[config.mk]
export PLATFORM = sky130hd
export DESIGN_NAME = mem_access_unit_flat
export DESIGN_NICKNAME = d
export VERILOG_FILES = /design/src/rtl/mem_access_unit_if.sv /design/src/rtl/mem_access_unit.sv /design/src/flat_wrapper.sv
export SDC_FILE = /design/constraint.sdc
export NUM_CORES = 1
export LEC_CHECK = 0
export CORE_ASPECT_RATIO = 0.6
export CORE_MARGIN = 4
export CORE_UTILIZATION = 44
export DETAILED_ROUTE_END_ITERATION = 10
export GPL_ROUTABILITY_DRIVEN = 1
export GPL_TIMING_DRIVEN = 0
export PLACE_DENSITY = 0.75
export SETUP_SLACK_MARGIN = 0.05
export SLEW_MARGIN = 25
export SYNTH_ARGS = -nofsm -noshare
export SYNTH_HDL_FRONTEND = slang
export SYNTH_SLANG_ARGS = --single-unit
[constraint.sdc]
create_clock -name clk -period 2.5 [get_ports clk]
set_input_delay 0.25 -clock clk [delete_from_list [all_inputs] [get_ports clk]]
set_output_delay 0.25 -clock clk [all_outputs]
set_load 0.005 [all_outputs]
[src/rtl/mem_access_unit_if.sv]
// mem_access_unit_if: CPU-side request/response bundle for mem_access_unit.
// master = CPU (issues requests, consumes responses), slave = the access unit.
interface mem_access_unit_if;
  logic        req_valid;
  logic        req_ready;
  logic        req_write;
  logic [1:0]  req_size;
  logic        req_signed;
  logic [31:0] req_addr;
  logic [31:0] req_wdata;
  logic        resp_valid;
  logic        resp_ready;
  logic [31:0] resp_rdata;
  logic        resp_err;

  modport master (
    output req_valid, req_write, req_size, req_signed, req_addr, req_wdata, resp_ready,
    input  req_ready, resp_valid, resp_rdata, resp_err
  );

  modport slave (
    input  req_valid, req_write, req_size, req_signed, req_addr, req_wdata, resp_ready,
    output req_ready, resp_valid, resp_rdata, resp_err
  );
endinterface

[src/rtl/mem_access_unit.sv]
// mem_access_unit: CPU load/store front-end for a word-wide RAM with combinational read.
// Sub-word stores are done as read-modify-write (RD then WR).
// Macro MAU_MISALIGN_CHECK_EN: when defined, misaligned halfword/word accesses get an error
// response with no memory effect; when undefined, the low address bits are forced to zero.
module mem_access_unit #(
  parameter logic [31:0] MEM_BASE = 32'h0000_0000
) (
  input  logic             clk,
  input  logic             reset,
  mem_access_unit_if.slave cpu,
  output logic [31:0]      address,
  output logic [31:0]      writedata,
  input  logic [31:0]      readdata,
  output logic             write_en,
  output logic             read_en
);

  localparam logic [1:0] StIdle = 2'd0;
  localparam logic [1:0] StRd   = 2'd1;
  localparam logic [1:0] StWr   = 2'd2;
  localparam logic [1:0] StResp = 2'd3;

  logic [1:0]  state_q, state_d;
  logic        write_q, signed_q, err_q;
  logic [1:0]  size_q, lane_q;
  logic [31:0] idx_q, wdata_q, rmw_q, rdata_q;

  logic        accept, misalign;
  logic [31:0] eff_addr;

  // Extract the addressed lane from a RAM word and zero/sign-extend it.
  function automatic logic [31:0] load_extract(input logic [31:0] word, input logic [1:0] lane,
                                               input logic [1:0] size, input logic sext);
    logic [7:0]  b;
    logic [15:0] h;
    logic [31:0] r;
    b = word[{lane, 3'b000} +: 8];
    h = lane[1] ? word[31:16] : word[15:0];
    case (size)
      2'b00:   r = {{24{sext & b[7]}}, b};
      2'b01:   r = {{16{sext & h[15]}}, h};
      default: r = word;
    endcase
    return r;
  endfunction

  // Replace the addressed lane of the old word with the right-aligned store data.
  function automatic logic [31:0] store_merge(input logic [31:0] old, input logic [31:0] data,
                                              input logic [1:0] lane, input logic [1:0] size);
    logic [31:0] r;
    r = old;
    case (size)
      2'b00: r[{lane, 3'b000} +: 8] = data[7:0];
      2'b01: begin
        if (lane[1]) r[31:16] = data[15:0];
        else         r[15:0]  = data[15:0];
      end
      default: r = data;
    endcase
    return r;
  endfunction

  assign accept = cpu.req_valid && (state_q == StIdle) && !reset;

  // Effective address and misalignment decision for the incoming request.
  always_comb begin
    eff_addr = cpu.req_addr;
    misalign = 1'b0;
`ifdef MAU_MISALIGN_CHECK_EN
    misalign = ((cpu.req_size == 2'b01) && cpu.req_addr[0]) ||
               (cpu.req_size[1] && (cpu.req_addr[1:0] != 2'b00));
`else
    if (cpu.req_size == 2'b01) eff_addr[0] = 1'b0;
    else if (cpu.req_size[1])  eff_addr[1:0] = 2'b00;
`endif
  end

  // Next-state logic.
  always_comb begin
    state_d = state_q;
    case (state_q)
      StIdle: begin
        if (accept) begin
          if (misalign)                                state_d = StResp;
          else if (cpu.req_write && cpu.req_size[1])   state_d = StWr;
          else                                         state_d = StRd;
        end
      end
      StRd:    state_d = write_q ? StWr : StResp;
      StWr:    state_d = StResp;
      default: if (cpu.resp_ready) state_d = StIdle;
    endcase
  end

  // State and request/data registers; reset aborts any access in flight.
  always_ff @(posedge clk) begin
    if (reset) begin
      state_q  <= StIdle;
      write_q  <= 1'b0;
      signed_q <= 1'b0;
      err_q    <= 1'b0;
      size_q   <= 2'b00;
      lane_q   <= 2'b00;
      idx_q    <= '0;
      wdata_q  <= '0;
      rmw_q    <= '0;
      rdata_q  <= '0;
    end else begin
      state_q <= state_d;
      if (accept) begin
        write_q  <= cpu.req_write;
        signed_q <= cpu.req_signed;
        size_q   <= cpu.req_size;
        lane_q   <= eff_addr[1:0];
        idx_q    <= (eff_addr - MEM_BASE) >> 2;
        wdata_q  <= cpu.req_wdata;
        rdata_q  <= '0;
        err_q    <= misalign;
      end
      if (state_q == StRd) begin
        if (write_q) rmw_q   <= readdata;
        else         rdata_q <= load_extract(readdata, lane_q, size_q, signed_q);
      end
    end
  end

  // Outputs decoded from the current state; everything idles at zero.
  always_comb begin
    cpu.req_ready  = (state_q == StIdle) && !reset;
    cpu.resp_valid = (state_q == StResp);
    cpu.resp_rdata = (state_q == StResp) ? rdata_q : '0;
    cpu.resp_err   = (state_q == StResp) ? err_q : 1'b0;
    read_en        = (state_q == StRd);
    write_en       = (state_q == StWr);
    address        = (read_en || write_en) ? idx_q : '0;
    writedata      = write_en ? store_merge(rmw_q, wdata_q, lane_q, size_q) : '0;
  end

endmodule

[src/flat_wrapper.sv]
// flat-port wrapper written by rule: the top's interface ports become plain ports
module mem_access_unit_flat 
#(
  parameter logic [31:0] MEM_BASE = 32'h0000_0000
)
  (clk, reset, address, writedata, readdata, write_en, read_en, cpu_req_valid, cpu_req_write, cpu_req_size, cpu_req_signed, cpu_req_addr, cpu_req_wdata, cpu_resp_ready, cpu_req_ready, cpu_resp_valid, cpu_resp_rdata, cpu_resp_err);
  mem_access_unit_if cpu_i ();
  input  logic clk;
  input  logic reset;
  output logic [31:0] address;
  output logic [31:0] writedata;
  input  logic [31:0] readdata;
  output logic write_en;
  output logic read_en;
  input wire logic [$bits(cpu_i.req_valid)-1:0] cpu_req_valid;
  input wire logic [$bits(cpu_i.req_write)-1:0] cpu_req_write;
  input wire logic [$bits(cpu_i.req_size)-1:0] cpu_req_size;
  input wire logic [$bits(cpu_i.req_signed)-1:0] cpu_req_signed;
  input wire logic [$bits(cpu_i.req_addr)-1:0] cpu_req_addr;
  input wire logic [$bits(cpu_i.req_wdata)-1:0] cpu_req_wdata;
  input wire logic [$bits(cpu_i.resp_ready)-1:0] cpu_resp_ready;
  output wire logic [$bits(cpu_i.req_ready)-1:0] cpu_req_ready;
  output wire logic [$bits(cpu_i.resp_valid)-1:0] cpu_resp_valid;
  output wire logic [$bits(cpu_i.resp_rdata)-1:0] cpu_resp_rdata;
  output wire logic [$bits(cpu_i.resp_err)-1:0] cpu_resp_err;
  assign cpu_i.req_valid = cpu_req_valid;
  assign cpu_i.req_write = cpu_req_write;
  assign cpu_i.req_size = cpu_req_size;
  assign cpu_i.req_signed = cpu_req_signed;
  assign cpu_i.req_addr = cpu_req_addr;
  assign cpu_i.req_wdata = cpu_req_wdata;
  assign cpu_i.resp_ready = cpu_resp_ready;
  assign cpu_req_ready = cpu_i.req_ready;
  assign cpu_resp_valid = cpu_i.resp_valid;
  assign cpu_resp_rdata = cpu_i.resp_rdata;
  assign cpu_resp_err = cpu_i.resp_err;
  mem_access_unit #(.MEM_BASE(MEM_BASE)) u_core (.clk(clk), .reset(reset), .cpu(cpu_i), .address(address), .writedata(writedata), .readdata(readdata), .write_en(write_en), .read_en(read_en));
endmodule
======== After elaboration in Yosys (flattened, before gate mapping) ========
Cells that the tools add are included.
word-level totals
  output and inout bits ................... 101
  flip-flop bits (word level) ............. 134
  word-level logic and storage cells ...... 52
cells by class
  add/subtract/negate cells ............... 1
  shift-type cells ........................ 3
  muxes and demuxes ....................... 20
  reduce and logical (&&, ||, !) cells .... 11
  equality and inequality tests ........... 6
  bitwise gates (word level) .............. 2
operators by type and width
  cell                                                                    number
  32-bit two-way mux                                                      5
  32-bit one-hot mux with 2 select lines                                  2
  16-bit two-way mux                                                      3
  32-bit bitwise mux                                                      1
  8-bit by 7-bit variable shift with 32-bit output, first input constant  1
  32-bit by 6-bit indexed part select with 8-bit output                   1
  8-bit by 7-bit indexed part select with 32-bit output                   1
  30-bit two-way mux                                                      1
  2-bit two-way mux                                                       4
  5-bit negator with 7-bit output                                         1
  2-bit by 1-bit == test with 1-bit output, second input constant         3
  2-bit one-hot mux with 3 select lines                                   1
  2-bit == test, second input constant                                    2
  1-bit logical AND                                                       4
  2-bit logical NOT                                                       2
  2-bit AND reduction                                                     2
  4-bit nonzero test                                                      1
  1-bit two-way mux                                                       3
  1-bit bitwise AND                                                       2
  2-bit by 1-bit != test with 1-bit output, second input constant         1
  1-bit logical NOT                                                       1
  1-bit logical OR                                                        1

======== Logic depth before layout (Yosys ltp) ========
Gate-level depths: netlist (run 1).
  depth in word-level cells ............... 6
  gate-level depth with buffers ........... 9

======== Least setup slack after synthesis (run 1) ========
OpenSTA, ideal clock, no wires.
  kind .................................... reg2out
  from .................................... reg u_core.lane_q[1]
  to ...................................... out writedata[24]
  stages on the path, launching flop included .. 10
  data required time ...................... 2.250 ns
  slack ................................... 0.144 ns
  arrival time ............................ 2.106 ns
  cells stage by stage .................... dfxtp_1 -> buf_4 -> inv_2 -> clkbuf_1 -> ha_1 -> clkbuf_1 -> and4bb_2 -> a221oi_1 -> a221o_1 -> nor2_1
between the ends
  word-level cells in the longest chain between the ends .. 5
  elaborated cells on any way between the ends .. 7
  those cells by class .................... add/sub (1); shift (2); mux (4)
ends and longest elaborated chain
  item                                                                                                                       line                    RTL
  start: declaration                                                                                                         mem_access_unit.sv:25   logic [1:0] size_q, lane_q;
  start signal: assignment                                                                                                   mem_access_unit.sv:114  lane_q <= eff_addr[1:0];
  5-bit negator with 7-bit output                                                                                            mem_access_unit.sv:53   2'b00: r[{lane, 3'b000} +: 8] = data[7:0];
  8-bit by 7-bit indexed part select with 32-bit output or 8-bit by 7-bit variable shift with 32-bit output (tied branches)  mem_access_unit.sv:53
  32-bit bitwise mux                                                                                                         mem_access_unit.sv:53
  32-bit one-hot mux with 2 select lines (*)                                                                                 mem_access_unit.sv:52   case (size)
  32-bit two-way mux (*)                                                                                                     mem_access_unit.sv:136  writedata = write_en ? store_merge(rmw_q, wdata_q, lane_q, size_q) : '0;
  end: declaration                                                                                                           flat_wrapper.sv:11      output logic [31:0] writedata;
Every way passes the cells marked *; elsewhere a longest branch is shown, timed or not.

======== Worst setup path in the final report (run 1) ========
  from .................................... reg u_core.lane_q[1]
  to ...................................... out writedata[28]
Same word-level chain as after synthesis.

==> results of run 1 <==
-- how the worst max path moves through the flow --
stage,startpoint,endpoint,slack [ns],cells after the start
finish,u_core.lane_q[1],writedata[28],-0.16,11
global route,u_core.lane_q[1],writedata[28],-0.19,11
CTS,u_core.lane_q[1],writedata[28],-0.12,11
detailed placement,u_core.lane_q[1],writedata[0],-1.23,9
global placement,u_core.lane_q[1],writedata[0],-1.18,9
floorplan,u_core.lane_q[1],writedata[24],0.14,9
-- cell type report --
type                       count  share of cell area, %
timing repair buffer         232                   20.0
multi-input combinational    704                   42.1
clock inverter                13                   1.38
sequential                   134                   25.0
clock buffer                  19                   4.11
buffer                        74                   4.06
inverter                      18                  0.860
timing repair inverter         1                 0.0813
tap                          209                   2.43
-- repair_timing --
item / 4_1_cts / 5_1_grt
hold buffers: 0 / 0
gates cloned: 1 / 0
setup endpoints to repair: 92 / 83
gates resized for setup: 161 / 67
setup buffers: 14 / 18
pin swaps: 19 / 28
-- metrics by stage --
stage                     instances  cell area, µm²
after detailed placement       1344            9570
after CTS                      1387           10500
after global routing           1404           10800
after global placement         1344            9570
after floorplan                 934            7290
final                          1404           10800
-- layout by cell type, fill, tap and decap left out, types with 23 or more instances in the layout --
| cell | count |
|---|---|
| clkdlybuf4s50_1 | 169 |
| dfxtp_1 | 129 |
| nand2_1 | 233 |
| and2_1 | 72 |
| buf_4 | 33 |
| nand3b_1 | 59 |
| clkbuf_1 | 31 |
| mux2i_1 | 23 |
| a21oi_1 | 73 |
| buf_2 | 29 |
-- state kept, by name, summed over array words and instances (netlist names) --
register and cells:
u_core.signed_q 1, u_core.wdata_q 32, u_core.state_q 2, u_core.lane_q 2, u_core.rmw_q 32, u_core.rdata_q 32
u_core.size_q 2, u_core.write_q 1, u_core.idx_q 30
-- cell families after synthesis --
group,synth area share (%)
fa+ha+maj,1.55
other cells,0.0515
mux,5.15
simple gates,32.5
compound gates,18.3
flops,36.8
buf+inv,5.58
-- worst reg2reg max path: cells and delay by family (launching register included) --
| family | cells | cell delay (ns) |
|---|---|---|
| DFF | 1 | 0.38 |
| adders and majority gates | 1 | 0.20 |
| buffers and inverters | 3 | 1.13 |
| and+or+nand+nor | 3 | 0.48 |
-- routing by layer --
layer  vias to the layer above  wire length, µm  track usage, %
met5                         -                0               0
met4                         0              468            6.44
met3                        60             4120            13.2
met2                       500            11400            40.4
met1                      3712            12500            40.9
li1                       3714                -               -
-- power by group through the flow --
stage               logic [mW]  registers (mW)  clock network (mW)
CTS                       2.98            2.85                2.56
global placement          2.74            2.87                   0
global route              3.45            2.93                2.65
finish                    3.20            2.89                2.56
detailed placement        2.80            2.89                   0
floorplan                 1.72            2.78                   0
==> impl_metrics.yaml, run 1 <==
logic_synthesis:
  ys_seq_area_share_pct: 36.8
  synth_edf_count: 0
  yosysTopAreaCell: "dfxtp_1"
  synthesis.area_um2: 7280
  ys_warn_count: 0
  yosys.cell_count.top_type: "nand2_1"
  synth_cell_type_count: 47
  ys_top_cells_by_count: "239 x nand2_1, 134 x dfxtp_1, 79 x a21oi_1, 72 x and2_1, 59 x nand3b_1"
  ys_seq_elements: 134
  ys.flop_type: "dfxtp_1"
  synthCells: 932
  yosysTopAreaCellShare_pct: 36.8
  ys_async_sr_fraction_pct: 0
  synth_area_leaders: "dfxtp_1 37%, nand2_1 12%, and2_1 6.2%, nand3b_1 6.1%, a21oi_1 5.4%"
  synth.avg_cell_area_um2: 7.82
critical_path:
  slowest_delay_ns: 0.34
  critPathBufInv: 6
  r2r_cells: 7
  ff2ff_setup_slack_ns: 0.25
  crit_family: "buffers and inverters"
  crit_slowest_cell: "dfxtp_2"
  cp.required_ns: 2.25
  crit_chain: "buf_8 > inv_12 > ha_4 > clkbuf_16 > and4bb_2 > buf_6 > buf_6 > a221oi_2 > a221o_1 > nor2_2 > buf_2"
  worstPathArrival_ns: 2.41
  reg2reg_to: "u_core.wdata_q[15]"
  reg2reg_from: "u_core.state_q[0]"
  crit_type: "reg -> out"
  setup.worst_path.start_class: "flip-flop"
  critPathMostFrequentCell: "buf_6"
  critPathMaxFanout: 5
  endpoint_kind: "primary output"
worst_hold_path:
  worst_hold_path_type: "in -> reg"
  hold_end: "u_core.idx_q[7]"
  worstHoldStart: "cpu_req_addr[9]"
  min_delay_path_depth: 3
timing:
  fin_ws_ns: -0.161
  final.min_clock_period_ns: 2.66
  fmax_ghz: 0.376
  timing.final.crit_share_pct: 106
  tns_ns: -0.642
  skew_ns: 0.0102
  finalSetupViolations: 6
  drv_slew: 0
  hold_viol_final: 0
  tightest_slew_ns: 0.885
  timing.hold.ws_ns: 0.349
  slew_headroom_pct: 40.9
  rsz0062_at_grt: "true"
power:
  swShare_pct: 37.1
  power.total_mw: 8.64
  leakage_nw: 4.10
  pwr-share-comb_pct: 37.0
  ir_worst_vdd_v: 0.000611
  power.density_nw_per_um2: 803
  switchingPower_mw: 3.20
  pwr-share-seq_pct: 33.4
  internal_power_mw: 5.44
  power_frac_clock_pct: 29.6
run:
  drv_cap: 0
global_route:
  grt_pass1_wl_um: 42700
  grt_usage_pct: 29.0
  grt_pass1_vias: 7557
  gr-total-overflow: 0
  grt_max_degree: 17
  antenna_found_initial: 0
layout:
  drive_gt1_share_pct: 17.7
  fillers: 1371
  multi_input_area_um2: 4540
  insertedDiodeCount: 0
  final_core_util_pct: 66.4
  ff_latch_area_um2: 2690
  fin_nets: 1295
  area_delta_synth_final_pct: 47.8
status:
  outcome: "complete, but fails checks"
  violations: "negative setup slack"
detailed_routing:
  dr_total_vias: 7986
  routed_via_density: 5.69
  drtAntennaViolNets: 0
  drc: 0
  wirelength_um: 28500
  wl_per_cell_um: 20.3
  first_iter_violations: 948
  first_pass_iters: 5
clock_network:
  clkTransAtPathRegs_ns: 0.06
  htree_levels: 4
  numCtsBuffers: 17
  cts_tree: "done"
  clock-sinks: 134
  insertion_delay_ns: 0.43
  cts-root-buf: "clkbuf_16"
  clock_path_buffers: 2
die:
  core_um2: 16200
  fp.dieW_um: 174
  io_pins: 205
  start_util_pct: 44.9
  chipHeight_um: 108
  die_area_um2: 18700
  num_rows: 36
placed_design:
  pre_cts_ws_ns: -1.23
  dp_hpwl_um: 20700
  place.gp.congestion: 1.00
  port_buffers: 201
Power figures use the tool's default switching activity.
==> inputs of run 2 (changes only) <==
--- a/config.mk
+++ b/config.mk
@@ -6,7 +6,7 @@
 export NUM_CORES = 1
 export LEC_CHECK = 0
 export CORE_ASPECT_RATIO = 0.6
-export CORE_MARGIN = 4
+export CORE_MARGIN = 2
 export CORE_UTILIZATION = 44
 export DETAILED_ROUTE_END_ITERATION = 10
 export GPL_ROUTABILITY_DRIVEN = 1
@@ -17,3 +17,4 @@
 export SYNTH_ARGS = -nofsm -noshare
 export SYNTH_HDL_FRONTEND = slang
 export SYNTH_SLANG_ARGS = --single-unit
+export TNS_END_PERCENT = 10
==> run 2 against run 1 <==
Against the previous run:
- the run still ends with negative setup slack left
- critical path type unchanged
- fmax down 1.2%
- combinational power down 5%
- largest cell class unchanged
- critical endpoint is now writedata[31]
- largest power group unchanged
- clock-buffer cell count unchanged
==> impl_metrics.yaml, run 2 (synthesized netlist as in run 1, its figures left out) <==
layout:
  drive_gt1_share_pct: 14.3
  fillers: 1405
  ff_latch_area_um2: 2690
  insertedDiodeCount: 0
  area_delta_synth_final_pct: 44.3
  fin_nets: 1280
  multi_input_area_um2: 4420
  final_core_util_pct: 64.8
  layout_common_cells: "239 x nand2_1, 170 x clkdlybuf4s50_1, 129 x dfxtp_1"
  mostFrequentLayoutCell: "nand2_1"
  reg_top3: "u_core.rdata_q x32, u_core.rmw_q x32, u_core.wdata_q x32"
critical_path:
  endpoint_kind: "primary output"
  worstPathArrival_ns: 2.44
  ff2ff_setup_slack_ns: 0.21
  r2r_cells: 7
  critPathMaxFanout: 8
  cp.required_ns: 2.25
  setup.worst_path.start_class: "flip-flop"
  crit_type: "reg -> out"
placed_design:
  dp_hpwl_um: 19900
  place.gp.congestion: 0.987
  port_buffers: 201
  pre_cts_ws_ns: -1.16
timing:
  finalSetupViolations: 10
  fin_ws_ns: -0.193
  skew_ns: 0.00546
  timing.hold.ws_ns: 0.356
  rsz0062_at_grt: "true"
  tightest_slew_ns: 0.794
  hold_viol_final: 0
  fmax_ghz: 0.371
  timing.final.crit_share_pct: 108
  final.min_clock_period_ns: 2.69
  drv_slew: 0
  tns_ns: -0.796
  slew_headroom_pct: 46.9
clock_network:
  insertion_delay_ns: 0.42
  numCtsBuffers: 17
  clkTransAtPathRegs_ns: 0.06
  clock_path_buffers: 2
  cts_tree: "done"
  cts-root-buf: "clkbuf_16"
  cts_hold_buf: 0
  clock-sinks: 134
  htree_levels: 4
power:
  power.total_mw: 8.35
  ir_worst_vdd_v: 0.000601
  power.density_nw_per_um2: 795
  leakage_nw: 4.01
die:
  start_util_pct: 44.9
  chipHeight_um: 104
  fp.dieW_um: 170
  io_pins: 205
  num_rows: 36
  core_um2: 16200
  die_area_um2: 17600
detailed_routing:
  routed_via_density: 5.63
  drc: 0
  dr_total_vias: 7821
  drtAntennaViolNets: 0
  wirelength_um: 26900
  first_pass_iters: 5
  first_iter_violations: 702
  wl_per_cell_um: 19.4
global_route:
  gr-total-overflow: 0
  grt_usage_pct: 29.8
  grt_pass1_wl_um: 40800
  grt_pass1_vias: 7321
  grt_max_degree: 22
  antenna_found_initial: 0
run:
  drv_cap: 0
status:
  outcome: "complete, but fails checks"
  violations: "negative setup slack"
worst_hold_path:
  min_delay_path_depth: 3
  worst_hold_path_type: "in -> reg"
## run 2: cell count changes in the layout (fill, tap and decap cells not counted), moves of 4 or more
| cell | before | now |
|---|---|---|
| a221oi_1 | 3 | 8 |
| a221oi_2 | 13 | 9 |
| buf_2 | 29 | 21 |
| buf_4 | 33 | 21 |
| dlymetal6s2s_1 | 1 | 5 |
| nand2_1 | 233 | 239 |
| nand2_2 | 5 | 0 |
## run 2: final cells by class
class,count,area share (%)
Multi-Input combinational cell,704,42.0
Clock buffer,19,4.21
Clock inverter,13,1.18
Sequential cell,134,25.6
Tap cell,209,2.49
Buffer,74,3.87
Timing Repair Buffer,218,19.8
Inverter,18,0.833
## run 2: repair_timing
item / 4_1_cts / 5_1_grt
setup endpoints to repair: 92 / 91
cloned: 0 / 0
pin swaps: 16 / 7
buffers inserted: 16 / 1
gates resized for setup: 134 / 36
## run 2: layer usage
| layer | share of wire [%] | wire (µm) | GRT usage [%] |
|---|---|---|---|
| met1 | 45 | 12100 | 43.2 |
| met2 | 40 | 10700 | 41.3 |
| met3 | 14 | 3750 | 12.0 |
| met4 | 1.3 | 337 | 5.43 |
| met5 | 0 | 0 | 0 |
## run 2: final timing paths
path | start | endpoint
setup / recovery | u_core.lane_q[0] | writedata[31]
hold / removal | cpu_req_addr[3] | u_core.idx_q[1]
setup reg to reg | u_core.state_q[1] | u_core.wdata_q[14]
hold reg to reg | u_core.rdata_q[0] | u_core.rdata_q[0]
## run 2: power breakdown
group	total (mW)	internal (mW)	switching, mW	leakage, nW
sequential	2.88	2.56	0.315	1.10
combinational	3.05	1.31	1.73	2.66
clock	2.43	1.40	1.02	0.259
## run 2: metrics by stage
stage                     instance area (µm²)  instances
after floorplan                          7290        934
after global placement                   9570       1344
after detailed placement                 9570       1344
after CTS                               10400       1388
after global routing                    10500       1389
final                                   10500       1389
## run 2: worst max-delay path: stages (launching register included)
cell	delay, ns
dfxtp_2	0.32
buf_4	0.14
ha_1	0.25
inv_1	0.30
a21oi_1	0.12
o21ai_1	0.12
and3_1	0.25
clkdlybuf4s50_1	0.52
